==> config.mk <==
export PLATFORM = sky130hd
export DESIGN_NAME = alu_fsm
export DESIGN_NICKNAME = d
export VERILOG_FILES = /design/src/rtl/alu_pkg.sv /design/src/rtl/alu_core.sv /design/src/rtl/alu_fsm.sv
export SDC_FILE = /design/constraint.sdc
export NUM_CORES = 1
export LEC_CHECK = 0
export ABC_CLOCK_PERIOD_IN_PS = 3550
export CAP_MARGIN = 30
export CORE_AREA = 8 8 80 61
export DETAILED_ROUTE_END_ITERATION = 7
export DIE_AREA = 0 0 88 69
export HOLD_SLACK_MARGIN = 0.02
export PLACE_DENSITY = 0.59
export SYNTH_ARGS = -nofsm -noshare
export SYNTH_HDL_FRONTEND = slang
export SYNTH_HIERARCHICAL = 1
export SYNTH_SLANG_ARGS = --single-unit
==> constraint.sdc <==
create_clock -name clk -period 3.55 [get_ports clk]
set_input_delay 0.71 -clock clk [delete_from_list [all_inputs] [get_ports clk]]
set_output_delay 0.71 -clock clk [all_outputs]
set_load 0.05 [all_outputs]
==> src/rtl/alu_pkg.sv <==
// Shared types and constants for the start/done handshaked ALU.
package alu_pkg;

  localparam int WIDTH_DEFAULT = 4;

  // Operation select, full 3-bit decode.
  typedef enum logic [2:0] {
    OP_ADD = 3'd0,
    OP_SUB = 3'd1,
    OP_AND = 3'd2,
    OP_OR  = 3'd3,
    OP_XOR = 3'd4,
    OP_NOT = 3'd5,
    OP_SHL = 3'd6,
    OP_SHR = 3'd7
  } opcode_e;

  // Controller states, 2-bit encoding.
  typedef enum logic [1:0] {
    S_IDLE = 2'd0,
    S_EXEC = 2'd1,
    S_DONE = 2'd2
  } state_e;

endpackage

==> src/rtl/alu_core.sv <==
// Purely combinational ALU: eight WIDTH-bit operations, results truncated, no flags.
module alu_core
  import alu_pkg::*;
#(
  parameter int WIDTH = WIDTH_DEFAULT
) (
  input  opcode_e            opcode,
  input  logic [WIDTH-1:0]   a,
  input  logic [WIDTH-1:0]   b,
  output logic [WIDTH-1:0]   y
);

  // Decode the opcode and produce the truncated result.
  always_comb begin
    // NOTE: y gets a default before the case so no path leaves it unassigned, which would infer a latch.
    y = '0;
    case (opcode)
      OP_ADD:  y = a + b;
      OP_SUB:  y = a - b;
      OP_AND:  y = a & b;
      OP_OR:   y = a | b;
      OP_XOR:  y = a ^ b;
      OP_NOT:  y = ~a;
      OP_SHL:  y = a << 1;
      OP_SHR:  y = a >> 1;
      default: y = '0;
    endcase
  end

endmodule

==> src/rtl/alu_fsm.sv <==
// Start/done handshaked multi-cycle ALU: capture on start, compute in EXEC,
// hold the registered result with done high in DONE.
module alu_fsm
  import alu_pkg::*;
#(
  parameter int WIDTH = WIDTH_DEFAULT,
  parameter int OPW   = 3
) (
  input  logic             clk,
  input  logic             rst,
  input  logic             start,
  input  logic [OPW-1:0]   opcode,
  input  logic [WIDTH-1:0] A,
  input  logic [WIDTH-1:0] B,
  output logic             done,
  output logic [WIDTH-1:0] result
);

  state_e           state_q, state_d;
  logic [OPW-1:0]   op_q, op_d;
  logic [WIDTH-1:0] a_q, a_d;
  logic [WIDTH-1:0] b_q, b_d;
  logic [WIDTH-1:0] result_q, result_d;
  logic             done_q, done_d;
  logic [WIDTH-1:0] alu_y;

  // The ALU only ever sees the captured operands, so input changes during EXEC are ignored.
  alu_core #(.WIDTH(WIDTH)) u_core (
    .opcode (opcode_e'(op_q)),
    .a      (a_q),
    .b      (b_q),
    .y      (alu_y)
  );

  // Next-state and register-update logic; everything holds unless a transition says otherwise.
  always_comb begin
    state_d  = state_q;
    op_d     = op_q;
    a_d      = a_q;
    b_d      = b_q;
    result_d = result_q;
    done_d   = 1'b0;
    case (state_q)
      S_IDLE: begin
        if (start) begin
          op_d    = opcode;
          a_d     = A;
          b_d     = B;
          state_d = S_EXEC;
        end
      end
      S_EXEC: begin
        // start is deliberately not looked at here.
        result_d = alu_y;
        done_d   = 1'b1;
        state_d  = S_DONE;
      end
      S_DONE: begin
        if (start) begin
          // result is kept; only done falls while the new operation executes.
          op_d    = opcode;
          a_d     = A;
          b_d     = B;
          state_d = S_EXEC;
        end else begin
          done_d = 1'b1;
        end
      end
      default: state_d = S_IDLE;
    endcase
  end

  // State and datapath registers with synchronous reset that overrides any in-flight operation.
  always_ff @(posedge clk) begin
    // NOTE: non-blocking assignments so every register samples the pre-edge values of the others.
    if (rst) begin
      state_q  <= S_IDLE;
      op_q     <= '0;
      a_q      <= '0;
      b_q      <= '0;
      result_q <= '0;
      done_q   <= 1'b0;
    end else begin
      state_q  <= state_d;
      op_q     <= op_d;
      a_q      <= a_d;
      b_q      <= b_d;
      result_q <= result_d;
      done_q   <= done_d;
    end
  end

  assign done   = done_q;
  assign result = result_q;

endmodule

# Word-level counts from Yosys, hierarchy flattened
# Index checks and enable logic that the tools add are counted.
dict set report word_totals {
  ff_bits 18
  out_inout_bits 5
}
dict set report op_classes {
  bitwise_logic 4
  eq_ne 10
  mux 5
  reduce_logical 4
  add_sub_neg 2
}
# op count
set ops {}
lappend ops {{$pmux W4 S8} 1}
lappend ops {{$eq A3 B3 Y1 const B} 4}
lappend ops {{$eq A3 B2 Y1 const B} 2}
lappend ops {{$add A4 B4 Y4} 1}
lappend ops {{$and A4 B4 Y4} 1}
lappend ops {{$not A4 Y4} 1}
lappend ops {{$or A4 B4 Y4} 1}
lappend ops {{$pmux W2 S2} 1}
lappend ops {{$sub A4 B4 Y4} 1}
lappend ops {{$xor A4 B4 Y4} 1}
lappend ops {{$eq A3 B1 Y1 const B} 1}
lappend ops {{$logic_not A3 Y1} 1}
lappend ops {{$eq A2 B1 Y1 const B} 1}
lappend ops {{$eq A2 B2 Y1 const B} 1}
lappend ops {{$logic_not A2 Y1} 1}
lappend ops {{$mux W2} 1}
lappend ops {{$ne A2 B1 Y1 const B} 1}
lappend ops {{$pmux W1 S2} 1}
lappend ops {{$reduce_and A2 Y1} 1}
lappend ops {{$reduce_or A2 Y1} 1}
lappend ops {{$mux W1} 1}

# Logic depth before layout (Yosys ltp)
# Gate-level depths: netlist (run 1).
dict set report logic_depth {
  depth_word 3
  depth_mapped 11
  mapped_depth_nobuf 11
}

# Modules after synthesis
# The synthesis (run 1) kept the hierarchy.
# module cells_each area_per_inst_um2 instances
set modules_own_cells {}
lappend modules_own_cells {alu_fsm 82 843.3 1}
lappend modules_own_cells {alu_core 74 548.0 1}

# Worst setup path after synthesis (run 1)
# Ideal clock, no wire load.
dict set report synth_path {
  path_type {reg-to-reg}
  startpoint {register op_q[0]}
  endpoint {register result_q[2] (netlist: result[2])}
  period_less_slack_ps 2288
  t_arrival_ps 2171
  path_slack_ps 1262
  n_path_buf 1
  t_required_ps 3434
  setup_time_ps 116
  path_stages_with_launch 11
  path_cell_list {dfxtp_1 -> buf_6 -> nor3b_4 -> mux2_2 -> fa_1 -> xnor2_1 -> nor2_1 -> a211oi_1 -> a311o_1 -> mux2i_1 -> nor2_1}
}
dict set report synth_via {
  elab_chain_len 2
}
# item line_no
set synth_rtl {}
lappend synth_rtl {{start: declaration} alu_fsm.sv:20} ;# logic [OPW-1:0] op_q, op_d;
lappend synth_rtl {{start signal: assignment} alu_fsm.sv:85} ;# op_q <= op_d;
lappend synth_rtl {{$eq A3 B3 Y1, or another cell as far along} alu_core.sv:17} ;# case (opcode)
lappend synth_rtl {{$pmux W4 S8 (*)} alu_core.sv:17}
lappend synth_rtl {{named net alu_y[2]} alu_fsm.sv:25} ;# logic [WIDTH-1:0] alu_y;
lappend synth_rtl {{end signal: assignment} alu_fsm.sv:88} ;# result_q <= result_d;
lappend synth_rtl {{end: declaration} alu_fsm.sv:23} ;# logic [WIDTH-1:0] result_q, result_d;
# The timed path passes the listed nets; every way through them passes the cells marked *.
# A chain may end at the register's enable or synchronous reset.

# Worst setup path after layout (run 1)
# Same ends and word-level chain as after synthesis.

==> results of run 1 <==
-- how the worst max path moves through the flow --
stage / end / cells past startpoint
finish: result[2] / 10
CTS: result[2] / 10
global route: result[2] / 10
detailed placement: result[2] / 10
floorplan: result[2] / 10
global placement: result[2] / 10
-- kinds of logic (layout without fill, tap and decap cells) --
| family | after synthesis | after routing | share of synthesized area (%) |
|---|---|---|---|
| AOI/OAI and AO/OA | 22 | 22 | 12.23 |
| muxes | 20 | 20 | 14.57 |
| xor gates and xnor gates | 3 | 3 | 1.889 |
| adders and majority gates | 18 | 18 | 16.73 |
| DFF | 18 | 18 | 25.90 |
| buffers and inverters | 23 | 38 | 7.464 |
| and+or+nand+nor | 52 | 52 | 21.22 |
-- layout make-up --
class | instances | area, um2
sequential | 18 | 360.3
tap | 52 | 65.06
timing repair buffer | 20 | 195.2
inverter | 14 | 52.55
multi-input combinational | 115 | 927.1
clock buffer | 4 | 55.05
fill | 367 | 2029
-- power by group through the flow --
stage	combinational, uW	sequential [uW]	clock [uW]
6_report	240	246	177
5_1_grt	264	248	187
4_1_cts	241	245	182
3_5_place_dp	240	250	0
3_3_place_gp	235	249	0
2_1_floorplan	164	262	0
-- critical path, stage by stage (launching register included) --
cell and delay [ps]:
dfxtp_1 310, buf_4 210, nor3b_4 270, mux2_2 390, fa_1 410, xnor2_1 140
nor2_1 80, a211oi_1 60, a311o_1 350, mux2i_1 130, nor2_1 50
-- registers in the layout, summed over array words and instances (netlist names) --
signal   flops
op_q         3
a_q          4
result       4
state_q      2
b_q          4
done         1
-- routing by layer --
layer	vias up	part of all wire (%)
met5	-	0
met4	0	0.99
met3	4	4.4
met2	17	41
met1	485	53
li1	552	-
-- per-stage QoR --
step	setup slack (ps)	util [%]	std cells
after global routing	852.0	44.92	223
after CTS	1008	44.92	223
after detailed placement	1035	43.43	219
after global placement	1077	43.43	219
final	1011	44.92	223
after floorplan	1262	-	156
-- cell usage in the layout (no fill, tap or decap), types with 3 or more instances in the layout --
cell type | synthesis | routed
ha_1 | 17 | 17
nand2b_1 | 26 | 26
nor2_1 | 15 | 15
mux2i_1 | 18 | 18
nand2_1 | 3 | 3
xnor2_1 | 3 | 3
dfxtp_1 | 18 | 18
inv_1 | 14 | 14
clkdlybuf4s50_1 | 0 | 18
a211oi_1 | 3 | 3
a21oi_1 | 3 | 3
clkbuf_8 | 0 | 4
o211ai_1 | 3 | 3
==> key figures, run 1 <==
Floorplanning
  • Row count: 19
  • Die X: 88 um
  • Core region area: 3685 um2
  • Initial core utilization: 37.76%
  • Io pins: 19
  • Die Y: 69 um
  • Die Area: 6072 um2

Yosys
  • Post-synth ARST share: 0%
  • Synth Flop Type: dfxtp_1
  • Netlist cell types: 33
  • EDFF count, synth: 0
  • Syn Inst Count: 156
  • Area contributors post-synth: dfxtp_1, ha_1, mux2i_1
  • Ys Warns: 6
  • Yosys top cell by area: dfxtp_1
  • Post-Synthesis Net Count: 188
  • Yosys reg bits: 18
  • Syn avg cell area: 8.919 um2
  • Most instantiated cells after synthesis: nand2b_1, dfxtp_1, mux2i_1
  • Register area share after synthesis: 25.90%
  • Mapped cell area: 1391 um2
  • Most common cell in the synthesized netlist: nand2b_1
  • Share of the synthesized area in the top cell type: 25.90%

Power and ir drop
  • Clock Power Share: 26.7%
  • Sw Share: 34.06%
  • Int Pwr: 437.1 uW
  • Combinational power share: 36.2%
  • PwrDens: 400.5 nW/um2
  • VDD IR max: 0.1404 mV
  • Psw: 225.8 uW
  • Flop pwr share: 37.0%
  • Power consumption: 662.9 uW
  • Leakage: 0.0006613 uW

Worst setup path
  • R2R Path Start: op_q[0]
  • Reg2reg end: result[2]
  • FF-to-FF path depth: 10
  • Critical path arrival: 2660 ps
  • Data required, critical path: 3670 ps
  • Critical Path Source: op_q[0]
  • Crit end category: flip-flop
  • Crit-path max FO: 18
  • Setup CP Type: reg -> reg
  • Startpoint types: flip-flop
  • Slack of the worst reg-to-reg path: 1010 ps

CTS
  • Total CTS buffers: 3
  • Clock transition at the registers of the reported paths: 80 ps
  • Root Driver: clkbuf_8
  • H-tree levels: 1
  • Post-CTS Resized: 0
  • TritonCTS clock tree: yes
  • Max Buffers Root-to-Sink: 2
  • Total clock sinks: 18
  • CTS hold repair buffers: 0
  • Setup bufs post-CTS: 0
  • Worst skew pair latency: 260 ps

Finish
  • Fin nets: 204
  • Area growth, synth to finish: 18.98%
  • Antenna cells: 0
  • Fraction of layout cells with a size suffix above 1: 7.018%
  • Design area: 1655 um2

Place
  • DP Area: 1600 um2
  • Final Wtd Congestion: 0.8911
  • HPWL Detailed: 2220 um
  • Port buffer count: 18

Drt
  • First-pass DRT Iterations: 4
  • Post-route DRC violation count: 0
  • ANT nets after route: 0
  • Initial drt markers: 28
  • Via count: 1058
  • WL/cell: 13.12 um
  • Drt total wl: 2926 um
  • Via density: 4.744

Timing
  • Worst-Margin Slew: 818.2 ps
  • Final Max Slew Viols: 0
  • Hold slack: 500.2 ps
  • # setup viols final: 0
  • RSZ-0062 raised after global routing: no
  • Final hold vios: 0
  • Sum Neg Setup Slack: 0 ps
  • Final Cycle Share: 71.53%
  • F_max: 0.3938 GHz
  • Fin crit period: 2539 ps
  • Clock skew: 2.973 ps
  • Relative slew margins: 45.28%

Min path
  • Worst hold stages: 2
  • Source of the worst hold timing path: result[1]
  • Hold EP: result[1]
  • Hold Crit Class: reg -> reg

Flow run
  • Max cap viols: 0

Global routing
  • Vias in the first global route: 1041
  • Grt met2 use: 14.25%
  • Total gr overflow: 0
  • M3 GR Usage: 3.314%
  • Largest net degree at the start of global routing: 31
  • GR Util All Layers: 9.759%
  • Initial antenna violation count: 0
  • Busiest grt layer: met2
  • First-pass GRT wire length: 4802 um
  • Met1 Track Usage GR: 13.14%

Run status
  • Status: completed
Note: power is estimated with default switching activity, not from simulation.
==> run 2, diff against run 1 <==
- ABC_CLOCK_PERIOD_IN_PS: 3550 -> 2250
- PLACE_DENSITY: 0.59 -> 0.61
- clock period: 3.55 -> 2.25 ns (I/O delays scaled with it)
==> run 2 against run 1 <==
  * Global-route usage rose by 0.32 points
  * Critical path depth fell by 1
  * Register-to-register slack got worse by 930 ps
  * Flip-flop and latch count did not move
  * Cell area rose by 3.3%
  * Critical path type unchanged
  * Via count rose by 0.57%
  * Hold slack got worse by 1.5 ps
  * Total power rose by 54%
==> key figures, run 2 (synthesis gave the netlist of run 1 again) <==
Run status
  • Status: completed

Floorplanning
  • Initial core utilization: 37.76% (unchanged)
  • Io pins: 19 (unchanged)
  • Core region area: 3685 um2 (unchanged)
  • Die X: 88 um (unchanged)
  • Die Y: 69 um (unchanged)
  • Die Area: 6072 um2 (unchanged)
  • Row count: 19 (unchanged)

Worst setup path
  • Crit-path max FO: 2 (-16)
  • WP buf/inv: 0 (-1)
  • Data required, critical path: 2390 ps (-1280 ps)
  • Slack of the worst reg-to-reg path: 80 ps (-930 ps)
  • Setup CP Type: reg -> reg
  • R2R Path Start: op_q[1]
  • Critical path arrival: 2310 ps (-350 ps)
  • Delay of the slowest critical-path stage: 360 ps (-50 ps)
  • Startpoint types: flip-flop
  • Reg2reg end: result[2]
  • Slowest-stage cell, CP: fa_2
  • CP Cell Sequence: nor3b_4, mux2_4, fa_2, xnor2_1, nor2_1, a211oi_1, a311o_1, mux2i_1, nor2_1
  • Crit end category: flip-flop
  • CP delay by family, top: multiplexers
  • CP dominant cell by count: nor2_1
  • FF-to-FF path depth: 9 (-1)

Power and ir drop
  • Sw Share: 34.00% (-0.054 points)
  • VDD IR max: 0.3764 mV (+170%)
  • Clock Power Share: 22.6% (-4.1 points)
  • Flop pwr share: 37.2% (+0.2 points)
  • Int Pwr: 673.9 uW (+54%)
  • Psw: 347.2 uW (+54%)
  • Leakage: 0.0006919 uW (+4.6%)
  • PwrDens: 597.0 nW/um2 (+49%)
  • Combinational power share: 40.2% (+4.0 points)

Drt
  • Initial drt markers: 60 (+110%)
  • Post-route DRC violation count: 0 (unchanged)
  • Via density: 4.687 (-1.2%)
  • First-pass DRT Iterations: 4 (unchanged)
  • Drt total wl: 3009 um (+2.8%)
  • ANT nets after route: 0 (unchanged)
  • Via count: 1064 (+0.57%)
  • WL/cell: 13.26 um (+1.0%)

Finish
  • Fraction of layout cells with a size suffix above 1: 14.29% (+7.3 points)
  • Most frequent cells in the layout: nand2b_1, mux2i_1, clkdlybuf4s50_1
  • Post-layout util: 46.42% (+1.5 points)
  • Commonest non-fill, non-tap cell in the layout: nand2b_1
  • Antenna cells: 0 (unchanged)
  • Area growth, synth to finish: 22.93%
  • Design area: 1710 um2 (+3.3%)
  • Fin nets: 209 (+2.5%)

Flow run
  • Max cap viols: 0 (unchanged)

CTS
  • TritonCTS clock tree: yes
  • H-tree levels: 1 (unchanged)
  • Total clock sinks: 18 (unchanged)
  • Max Buffers Root-to-Sink: 2 (unchanged)
  • Worst skew pair latency: 250 ps (about the same)
  • Clock transition at the registers of the reported paths: 70 ps (about the same)
  • Total CTS buffers: 3 (unchanged)
  • Root Driver: clkbuf_8

Place
  • HPWL Detailed: 2275 um (+2.5%)
  • Port buffer count: 18 (unchanged)
  • DP Area: 1644 um2 (+2.7%)
  • Final Wtd Congestion: 0.8410 (-5.6%)

Global routing
  • GR Util All Layers: 10.08% (+0.32 points)
  • Initial antenna violation count: 0 (unchanged)
  • Total gr overflow: 0 (unchanged)
  • First-pass GRT wire length: 5050 um (+5.2%)
  • Vias in the first global route: 1101 (+5.8%)
  • Largest net degree at the start of global routing: 31 (unchanged)

Timing
  • Final Max Slew Viols: 0 (unchanged)
  • Worst-Margin Slew: 499.3 ps (-318.8 ps)
  • Final Cycle Share: 96.51% (+25 points)
  • F_max: 0.4605 GHz (+17%)
  • Sum Neg Setup Slack: 0 ps (unchanged)
  • RSZ-0062 raised after global routing: no
  • Clock skew: 1.417 ps (-1.556 ps)
  • Final hold vios: 0 (unchanged)
  • # setup viols final: 0 (unchanged)
  • Hold slack: 498.7 ps (-1.511 ps)
  • Relative slew margins: 66.61% (+21 points)
  • Fin crit period: 2171 ps (-368.0 ps)

Min path
  • Source of the worst hold timing path: result[1]
  • Hold Crit Class: reg -> reg
  • Hold EP: result[1]
  • Worst hold stages: 2 (unchanged)
==> run 2: cell types whose count changed in the layout (fill, tap and decap cells not counted), sizes merged <==
cell	previous run	this run
buf	2	7
clkbuf	4	3
==> run 2: per-stage QoR <==
stage	instances	total power [uW]	worst slack, ps
final	227	1021	78.55
after global routing	227	1092	4.168
after CTS	227	1017	18.05
after detailed placement	224	782.3	28.77
after global placement	224	769.0	69.37
after floorplan	156	677.1	43.98
==> run 2: worst max path at each step <==
stage                     slack [ps]     from   endpoint  cells after the start
after floorplan                   40  op_q[0]  result[2]                     10
after global routing               4  op_q[1]  result[2]                      9
after CTS                         20   b_q[0]  result[3]                     11
final                             80  op_q[1]  result[2]                      9
after global placement            70   b_q[0]  result[2]                     10
after detailed placement          30   b_q[0]  result[2]                     10
==> run 2: what timing repair did <==
| item | CTS | global route |
|---|---|---|
| setup endpoints to repair | 0 | 3 |
| resized for setup | 0 | 9 |
| hold buffers | 0 | 0 |
| buffers inserted | 0 | 0 |
==> run 2: routing by layer <==
layer  global-route usage, %  up-vias  part of all wire (%)
li1                        -      562                     -
met4                  0.9506        0                  0.20
met3                   4.142        2                   4.6
met1                   13.51      485                    52
met2                   15.00       15                    43
met5                       0        -                     0
==> run 2: power by group through the flow <==
stage	registers, uW	logic (uW)	clock network, uW
after floorplan	414	263	0
after global placement	384	385	0
final	380	410	231
after detailed placement	385	397	0
after global routing	384	453	254
after CTS	378	401	239
==> run 2: final cells by class <==
type	instances	area (um2)
well taps	52	65.06
inverters	14	52.55
clock buffers	3	41.29
repair buffers	25	232.7
multi-input cells	115	953.4
flip-flops and latches	18	365.4
fillers	343	1974
==> run 2: worst register-to-register path, delay by kind of cell, from the launching register on <==
family	cells	cell delay, ps
AOI/OAI and AO/OA	2	380
xor gates and xnor gates	1	130
adders and majority gates	1	360
DFF	1	330
muxes	2	470
and+or+nand+nor	3	390
==> run 3, diff against run 2 <==
- TNS_END_PERCENT: not set -> 100
==> results of run 3 <==
The final DEF is identical to that of run 2; final timing and power are the same.
==> patch (flow settings as in run 2) <==
The parameter `OPW` goes from 3 to 2.
--- a/src/rtl/alu_fsm.sv
+++ b/src/rtl/alu_fsm.sv
@@ -5,5 +5,5 @@
 #(
   parameter int WIDTH = WIDTH_DEFAULT,
-  parameter int OPW   = 3
+  parameter int OPW   = 2
 ) (
   input  logic             clk,
Interface: changed (resized opcode); port bits go from 19 to 18. The function was not compared with the original's and may differ.
==> patch against run 2 <==
  * Sequential cell count is 1 lower
  * Area after synthesis down 1.2%
  * Synthesized cell count fell by 1.9%
  * Setup slack better by 0.021 ns
  * Worst hold slack improved by 0.0030 ns
  * Power decreased by 3.5%
  * Die area unchanged
  * Final area up 0.88%
  * Wire length decreased by 5.8%
  * Critical path type unchanged
  * Largest power group unchanged
==> patch: results (changes against run 2) <==
[grt]
met3_usage_pct=3.08  ; was 4.14%
grt_max_degree=18  ; was 31
use_met1_pct=13.6  ; was 13.5%
grt_pass1_wl_um=4910  ; was 5050 um
use_met2_pct=14.7  ; was 15.0%
track_usage_pct=9.89  ; was 10.1%

[detailed_routing]
wl_met1_um=1450  ; was 1570 um
wl_um=2830  ; was 3010 um
drtIter0Drc=31  ; was 60
via_count=1068  ; was 1064
met3_length_um=119  ; was 139 um
first_pass_iters=4  ; unchanged
route.met2.wl_um=1250  ; was 1290 um

[synthesis]
synth_area_leaders=dfxtp_1 25%, ha_1 15%, mux2i_1 12%  ; was dfxtp_1 26%, ha_1 15%, mux2i_1 13%
synth_warnings=6  ; unchanged
yosys.area.top_type=dfxtp_1  ; unchanged
synthTopCellsByCount=24 x nand2b_1, 17 x dfxtp_1, 17 x ha_1, 17 x mux2i_1, 15 x nor2_1  ; was 26 x nand2b_1, 18 x dfxtp_1, 18 x mux2i_1
yosys.cell_types.count=34  ; was 33
seq_area_frac_synth_pct=24.7  ; was 25.9%

[cells_and_area]
diodes=0  ; unchanged
finalNetCount=208  ; was 209
drive_above_1_share_pct=17.0  ; was 14.3%

[place]
dp_slack_ns=-0.0282  ; was 0.0288 ns
portBuffers=17  ; was 18
dpl.hpwl_um=2270  ; about the same
place.gp.congestion=0.814  ; was 0.841

[setup_path]
cp_max_fo=3  ; was 2

[cts]
clk_latency_ns=0.25  ; about the same
clock_path_buffers=2  ; unchanged
root_buffer=clkbuf_8  ; unchanged
cts_buffers=3  ; unchanged
cts-resized-gates=2  ; was 0
h-tree-depth=1  ; unchanged

[power_and_ir_drop]
switching_share_pct=33.3  ; was 34.0%
vdd_ir_drop_max_v=0.000302  ; was 0.000376 V
power.leakage_nw=0.704  ; was 0.692 nW

[outcome]
status=finished, final reports clean  ; unchanged

[sta]
skew_ns=0.00653  ; was 0.00142 ns
relSlewSlack_pct=66.6  ; about the same
final-max-slew-violation-count=0  ; unchanged

[hold_path]
hold_class=flop to flop  ; unchanged
hold_start=result[1]$_SDFFE_PP0N_  ; unchanged

==> patch: power by group through the flow <==
| stage | logic, mW | registers, mW | clock network [mW] |
|---|---|---|---|
| 2_1_floorplan | 0.246 | 0.386 | 0 |
| 3_3_place_gp | 0.356 | 0.360 | 0 |
| 3_5_place_dp | 0.366 | 0.362 | 0 |
| 4_1_cts | 0.370 | 0.355 | 0.242 |
| 5_1_grt | 0.441 | 0.361 | 0.254 |
| 6_report | 0.396 | 0.357 | 0.233 |
==> patch: final cells by class <==
class                   instances  area, um2
fillers                       365       1960
multi-input cells             114        972
flip-flops and latches         17        345
repair buffers                 27        245
well taps                      52       65.1
inverters                      14       52.6
clock buffers                   4       45.0
==> patch: path summary, 6_finish.rpt <==
check | cells after the start | slack [ns] | to
worst max-delay path | 9 | 0.1 | result[2]$_SDFFE_PP0N_
worst min-delay path | 2 | 0.50 | result[1]$_SDFFE_PP0N_
worst max register to register | 9 | 0.1 | result[2]$_SDFFE_PP0N_
worst min register to register | 2 | 0.50 | result[1]$_SDFFE_PP0N_
==> patch: logic make-up after synthesis <==
logic type               Yosys count  share of synthesized area [%]
AND/OR/NAND/NOR                   50                           20.7
adder cells (fa/ha/maj)           18                           16.9
multiplexers                      19                           14.0
buffers and inverters             23                           8.19
flip-flops                        17                           24.8
other                              1                          0.273
AO/OA/AOI/OAI                     22                           13.2
XOR/XNOR                           3                           1.91
==> patch: through the flow <==
stage	util, %	power [mW]	instances	setup TNS [ns]	area [um2]
after floorplan	-	0.632	154	0	1380
after global placement	44.1	0.717	223	0	1630
after detailed placement	44.1	0.728	223	-0.0282	1630
after CTS	45.4	0.968	227	0	1670
after global routing	46.8	1.06	228	-0.0624	1730
final	46.8	0.985	228	0	1730
